===== config.mk =====
export PLATFORM = sky130hd
export DESIGN_NAME = packet_identifier
export DESIGN_NICKNAME = d
export VERILOG_FILES = /design/src/rtl/pl_pkg.sv /design/src/rtl/pi_symbol_decode.sv /design/src/rtl/packet_identifier.sv
export SDC_FILE = /design/constraint.sdc
export NUM_CORES = 2
export LEC_CHECK = 0
export ABC_CLOCK_PERIOD_IN_PS = 3700
export BUFFER_PORTS_ARGS = -buffer_cell sky130_fd_sc_hd__buf_2
export CAP_MARGIN = 10
export CORE_AREA = 2 2 585 587
export CTS_CLUSTER_SIZE = 24
export DETAILED_ROUTE_END_ITERATION = 7
export DIE_AREA = 0 0 587 589
export GPL_ROUTABILITY_DRIVEN = 0
export SYNTH_ARGS = -nofsm -noshare
export SYNTH_HDL_FRONTEND = slang
export SYNTH_SLANG_ARGS = --single-unit

===== constraint.sdc =====
create_clock -name clk -period 3.7 [get_ports clk]
set_clock_uncertainty 0.05 [all_clocks]
set_input_delay 0.185 -clock clk [delete_from_list [all_inputs] [get_ports clk]]
set_output_delay 0.185 -clock clk [all_outputs]
set_load 0.05 [all_outputs]

===== src/rtl/pl_pkg.sv =====
// pl_pkg: shared framing symbol codes, generation encodings and datapath widths
package pl_pkg;
    localparam int PL_BYTES = 64;
    localparam int PL_W     = 512;
    localparam logic [7:0] K_STP = 8'hFB;
    localparam logic [7:0] K_SDP = 8'h5C;
    localparam logic [7:0] K_END = 8'hFD;
    localparam logic [7:0] K_EDB = 8'hFE;
    localparam logic [2:0] GEN1 = 3'b000;
    localparam logic [2:0] GEN2 = 3'b001;

    function automatic logic gen_ok(input logic [2:0] g);
        return g == GEN1 || g == GEN2;
    endfunction
endpackage


===== src/rtl/pi_symbol_decode.sv =====
// pi_symbol_decode: classifies one symbol byte as a framing K-symbol (one-hot)
module pi_symbol_decode
    import pl_pkg::*;
(
    input  logic [7:0] data,
    input  logic       k,
    output logic       is_stp,
    output logic       is_sdp,
    output logic       is_end,
    output logic       is_edb
);
    assign is_stp = k && data == K_STP;
    assign is_sdp = k && data == K_SDP;
    assign is_end = k && data == K_END;
    assign is_edb = k && data == K_EDB;
endmodule


===== src/rtl/packet_identifier.sv =====
// packet_identifier: per-byte TLP/DLLP framing masks for a 64-byte receive word,
// tracking packets that span words.
module packet_identifier
    import pl_pkg::*;
(
    input  logic                clk,
    input  logic                rst,
    input  logic [PL_W-1:0]     data_in,
    input  logic [PL_BYTES-1:0] DK,
    input  logic                valid_pd,
    input  logic                linkup,
    input  logic [2:0]          gen,
    output logic [PL_W-1:0]     data_out,
    output logic [PL_BYTES-1:0] pl_valid,
    output logic [PL_BYTES-1:0] pl_tlpstart,
    output logic [PL_BYTES-1:0] pl_dlpstart,
    output logic [PL_BYTES-1:0] pl_tlpend,
    output logic [PL_BYTES-1:0] pl_tlpedb,
    output logic [PL_BYTES-1:0] pl_dlpend,
    output logic                w
);
    logic [PL_BYTES-1:0] is_stp, is_sdp, is_end, is_edb;
    logic [PL_BYTES-1:0] n_valid, n_tstart, n_dstart, n_tend, n_tedb, n_dend;
    logic in_pkt, pkt_tlp, n_in, n_tlp;

    for (genvar i = 0; i < PL_BYTES; i++) begin : g_dec
        pi_symbol_decode u_dec (
            .data   (data_in[8*i +: 8]),
            .k      (DK[i]),
            .is_stp (is_stp[i]),
            .is_sdp (is_sdp[i]),
            .is_end (is_end[i]),
            .is_edb (is_edb[i])
        );
    end

    // Ripple the packet state through the word, byte 0 first.
    always_comb begin
        n_valid  = '0;
        n_tstart = '0;
        n_dstart = '0;
        n_tend   = '0;
        n_tedb   = '0;
        n_dend   = '0;
        n_in     = in_pkt;
        n_tlp    = pkt_tlp;
        for (int i = 0; i < PL_BYTES; i++) begin
            if (is_stp[i]) begin
                n_tstart[i] = 1'b1;
                n_valid[i]  = 1'b1;
                n_in        = 1'b1;
                n_tlp       = 1'b1;
            end else if (is_sdp[i]) begin
                n_dstart[i] = 1'b1;
                n_valid[i]  = 1'b1;
                n_in        = 1'b1;
                n_tlp       = 1'b0;
            end else if (is_end[i]) begin
                n_valid[i] = n_in;
                n_tend[i]  = n_in && n_tlp;
                n_dend[i]  = n_in && !n_tlp;
                n_in       = 1'b0;
            end else if (is_edb[i]) begin
                // EDB inside a DLLP is an abort: no valid byte, no end flag.
                n_valid[i] = n_in && n_tlp;
                n_tedb[i]  = n_in && n_tlp;
                n_in       = 1'b0;
            end else begin
                n_valid[i] = n_in;
            end
        end
    end

    always_ff @(posedge clk) begin
        if (rst || !linkup) begin
            data_out    <= '0;
            pl_valid    <= '0;
            pl_tlpstart <= '0;
            pl_dlpstart <= '0;
            pl_tlpend   <= '0;
            pl_tlpedb   <= '0;
            pl_dlpend   <= '0;
            in_pkt      <= 1'b0;
            pkt_tlp     <= 1'b0;
        end else if (!valid_pd) begin
            pl_valid    <= '0;
            pl_tlpstart <= '0;
            pl_dlpstart <= '0;
            pl_tlpend   <= '0;
            pl_tlpedb   <= '0;
            pl_dlpend   <= '0;
        end else begin
            data_out    <= data_in;
            pl_valid    <= gen_ok(gen) ? n_valid : '0;
            pl_tlpstart <= gen_ok(gen) ? n_tstart : '0;
            pl_dlpstart <= gen_ok(gen) ? n_dstart : '0;
            pl_tlpend   <= gen_ok(gen) ? n_tend : '0;
            pl_tlpedb   <= gen_ok(gen) ? n_tedb : '0;
            pl_dlpend   <= gen_ok(gen) ? n_dend : '0;
            in_pkt      <= gen_ok(gen) && n_in;
            pkt_tlp     <= gen_ok(gen) && n_tlp;
        end
    end

    // The open-packet flag after byte 63 is exactly the continuation indicator.
    assign w = in_pkt;
endmodule


==> key figures <==
GRT
  – Vias in the first global route: 44,850
  – Initial antenna violation count: 54
  – Largest net degree at the start of global routing: 128
  – GR Util All Layers: between 10% and 20%
  – First-pass GRT wire length: ~400,000 µm
  – Overflow after GRT: 0

Drt
  – ANT nets after route: 0
  – Post-Route WL: ~320,000 µm
  – Drt wl/cell: between 20 and 30 µm
  – Drt pass-1 iters: 6
  – # DRC: 0
  – Vias after detailed routing: about 46,000
  – DR iter-0 viols: between 4,000 and 5,000
  – Vias per cell: about 3.9

Final layout
  – Fillers: between 30,000 and 40,000
  – Sequential cell area: approximately 0.018 mm²
  – Layout cells sized above 1: between 30% and 40%
  – Area of the multi-input gates: 0.01863 mm²
  – Non-Filler Instances: 11,750
  – Area grow syn2layout: 84.98%
  – Post-layout nets: roughly 7,700

Worst hold path
  – Min-delay src: data_in[241]
  – Worst hold path stage count: 5
  – HP Class: in -> reg

Placed design
  – Detailed placer's ending HPWL: between 200,000 and 300,000 µm
  – Dpl cells: approximately 11,000
  – Port Buffers: between 1,000 and 1,500

Clocking
  – Worst-skew pair later-pin latency: between 800 and 900 ps
  – CTS tree: built
  – H-tree depth: 3
  – CTS max path bufs: 4
  – Clock root buffer: clkbuf_16
  – Clock Sinks: 898
  – Clock-pin slew on the worst setup and hold paths: 60 ps
  – Cts bufs inserted: roughly 120

Yosys
  – Ys Warns: 0
  – Post-Syn Instances: roughly 4,000
  – Asr flop ratio synth: 0%
  – Post-synthesis sequential area ratio: approximately half
  – Main synth FF type: dfxtp_1
  – Avg Synthesized Cell Area: around 9.1 µm²
  – Number of flops mapped to enable cells by yosys: 0
  – Most instantiated library cell after synthesis: dfxtp_1
  – FF+latch count, synth: about 900
  – Top post-synthesis cells by area: dfxtp_1 (49%), mux2i_1 (14%), nor2_1 (8.4%)
  – Post-synth top area share: between 40% and 50%
  – Syn nets: 4,657
  – Commonest cells in the netlist: dfxtp_1 (898), nor2_1 (825), mux2i_1 (514)
  – Post-Syn Area: around 0.037 mm²
  – Area leader, netlist: dfxtp_1
  – Distinct cells, synth: 85

Pwr
  – Clock network power share: a little under half
  – PD cells: just under 400 mW/mm²
  – NetSw: between 7 and 8 mW
  – Internal power: 18.92 mW
  – Part of the power in registers: 37.2%
  – Comb pwr share: between 15 and 20%
  – Sw Share: 29.41%
  – P_leak: 30.95 nW
  – Maximum VDD drop: roughly 0.37 mV

Setup path
  – WP data required: ~4400 ps
  – RR Startpoint: w$_SDFFE_PP0P_
  – Cell mode on critical path: buf_4
  – Worst Setup SP: data_in[88]
  – Worst-path fanout max: 5
  – Worst EP arrival: 4430 ps
  – Slowest stage delay, CP: roughly 680 ps
  – CP cell instances: buf_2 -> buf_4 -> dlygate4sd3_1 -> nand2_1 -> nor3_1 -> o21bai_1 -> nor2_1 -> or3_1 -> o41ai_4 -> buf_12 -> o21ai_2 -> buf_4 -> o21a_4 -> or3_1 -> buf_12 -> a21oi_2 -> buf_4 -> nand3_1 -> o21ai_0 -> nor2_1
  – R2R cell count: 14
  – CP Class: in -> reg
  – Slowest CP cell: dlygate4sd3_1
  – Worst Setup Start Kind: primary input
  – CP endpoint kind: flop

STA
  – Final Max Slew Viols: 0
  – RSZ-0062 raised after global routing: true
  – Finish-stage setup viols: 5
  – Worst slew margin: 27.54%
  – Final Hold Viols: 0
  – Upper clock frequency limit: approximately 0.26 GHz
  – Worst Tran Pin Value: between 1000 and 1500 ps
  – Fin crit period: 3783 ps
  – Post-route setup TNS: -177.5 ps
  – Final worst path period share: 102.2%
  – Final setup margin: -82.57 ps

Floorplan
  – Std-Cell Core Area: approximately 0.34 mm²
  – Die area: ~0.35 mm²
  – Die width: a little under 600 µm
  – Die Span Y: between 500 and 600 µm
  – Std cell rows: about 210
  – I/O pins: 1,480
  – Initial Util: between 10% and 20%

Run
  – Max-Cap Viols: 0

Outcome
  – Failing checks: negative setup slack
  – Run status: finished, violations left
[layout by cell type (no fill, tap or decap), drive strengths merged, types with 30 or more instances in the layout]
cell type / n
or3: 62
nand3: 145
nand3b: 37
nor3b: 30
o21ai: 95
and3: 57
dlygate4sd3: 781
o21a: 30
inv: 59
diode: 32
buf: 2284
or4: 60
and2: 36
dfxtp: 898
clkinv: 31
nand4: 73
nor4: 103
nand2: 284
nor2: 825
nor3: 123
a21oi: 83
nand2b: 37
clkbuf: 144
nor2b: 33
mux2i: 514
[registers in the layout, summed over array words and instances, names as in the netlist]
signal,flops
pl_tlpedb,64
pl_tlpend,64
pl_dlpstart,64
w,1
pl_tlpstart,64
data_out,512
pkt_tlp,1
pl_valid,64
pl_dlpend,64
[final timing paths]
check / slack, ps / to
worst min register to register: 430 / data_out[465]$_SDFFE_PP0P_
worst max-delay path: -80 / pl_valid[34]$_SDFF_PP0_
worst min-delay path: 70 / pl_valid[30]$_SDFF_PP0_
worst max register to register: 110 / pl_tlpend[21]$_SDFF_PP0_
[stage by stage]
stage               total power, mW  setup WS, ps  utilization (%)  hold slack (ps)  area [µm²]
global placement              13.78         -1183            16.44            378.8       55720
finish                        26.81        -82.57            20.15            73.13       68320
CTS                           27.05        0.5027            19.99          0.06639       67760
global route                  27.70        -54.96            20.14            30.51       68280
floorplan                     11.85         164.1                -            210.5       36930
detailed placement            13.81         -1167            16.44            392.6       55720
[area by class of cell]
cell class,instances,share of cell area [%]
timing repair buffer,3066,31.70
multi-input combinational,2957,27.27
sequential,898,26.32
tap,4536,8.308
clock buffer,144,4.681
clock inverter,68,1.344
inverter,47,0.2582
antenna,32,0.1172
[power groups by stage]
stage	clock network (mW)	registers, mW	logic [mW]
2_1_floorplan	0	10.8	1.05
3_3_place_gp	0	10.2	3.62
3_5_place_dp	0	10.2	3.65
4_1_cts	12.8	9.95	4.29
5_1_grt	13.1	9.97	4.59
6_report	12.5	9.96	4.36
[cell families after synthesis]
kind of cell | count (synthesis) | share of synthesized area [%]
multiplexers | 514 | 13.93
AO/OA/AOI/OAI | 364 | 6.512
XOR/XNOR | 36 | 0.8537
AND/OR/NAND/NOR | 2043 | 27.79
flip-flops | 898 | 48.68
buffers and inverters | 219 | 2.239
[metal layers]
| metal | part of all wire [%] | global-route usage (%) | vias to the layer above |
|---|---|---|---|
| met5 | 0.033 | 0 | - |
| met4 | 7.4 | 10.97 | 16 |
| met3 | 13 | 8.633 | 594 |
| met2 | 44 | 27.74 | 2591 |
| met1 | 36 | 18.60 | 22100 |
| li1 | - | - | 20560 |
[worst max-delay path, delay by kind of cell]
family,cells,cell delay [ps]
buffers and inverters,7,1600
AO/OA/AOI/OAI,6,1450
AND/OR/NAND/NOR,7,1150
[repair_timing]
item	in CTS	in global routing
hold buffers	780	8
setup buffers	4	10
gates cloned	0	0
setup endpoints to repair	105	88
hold endpoints to repair	887	21
resized for setup	13	89
pin swaps	10	38
No activity file was read; power rests on OpenSTA's default activity.
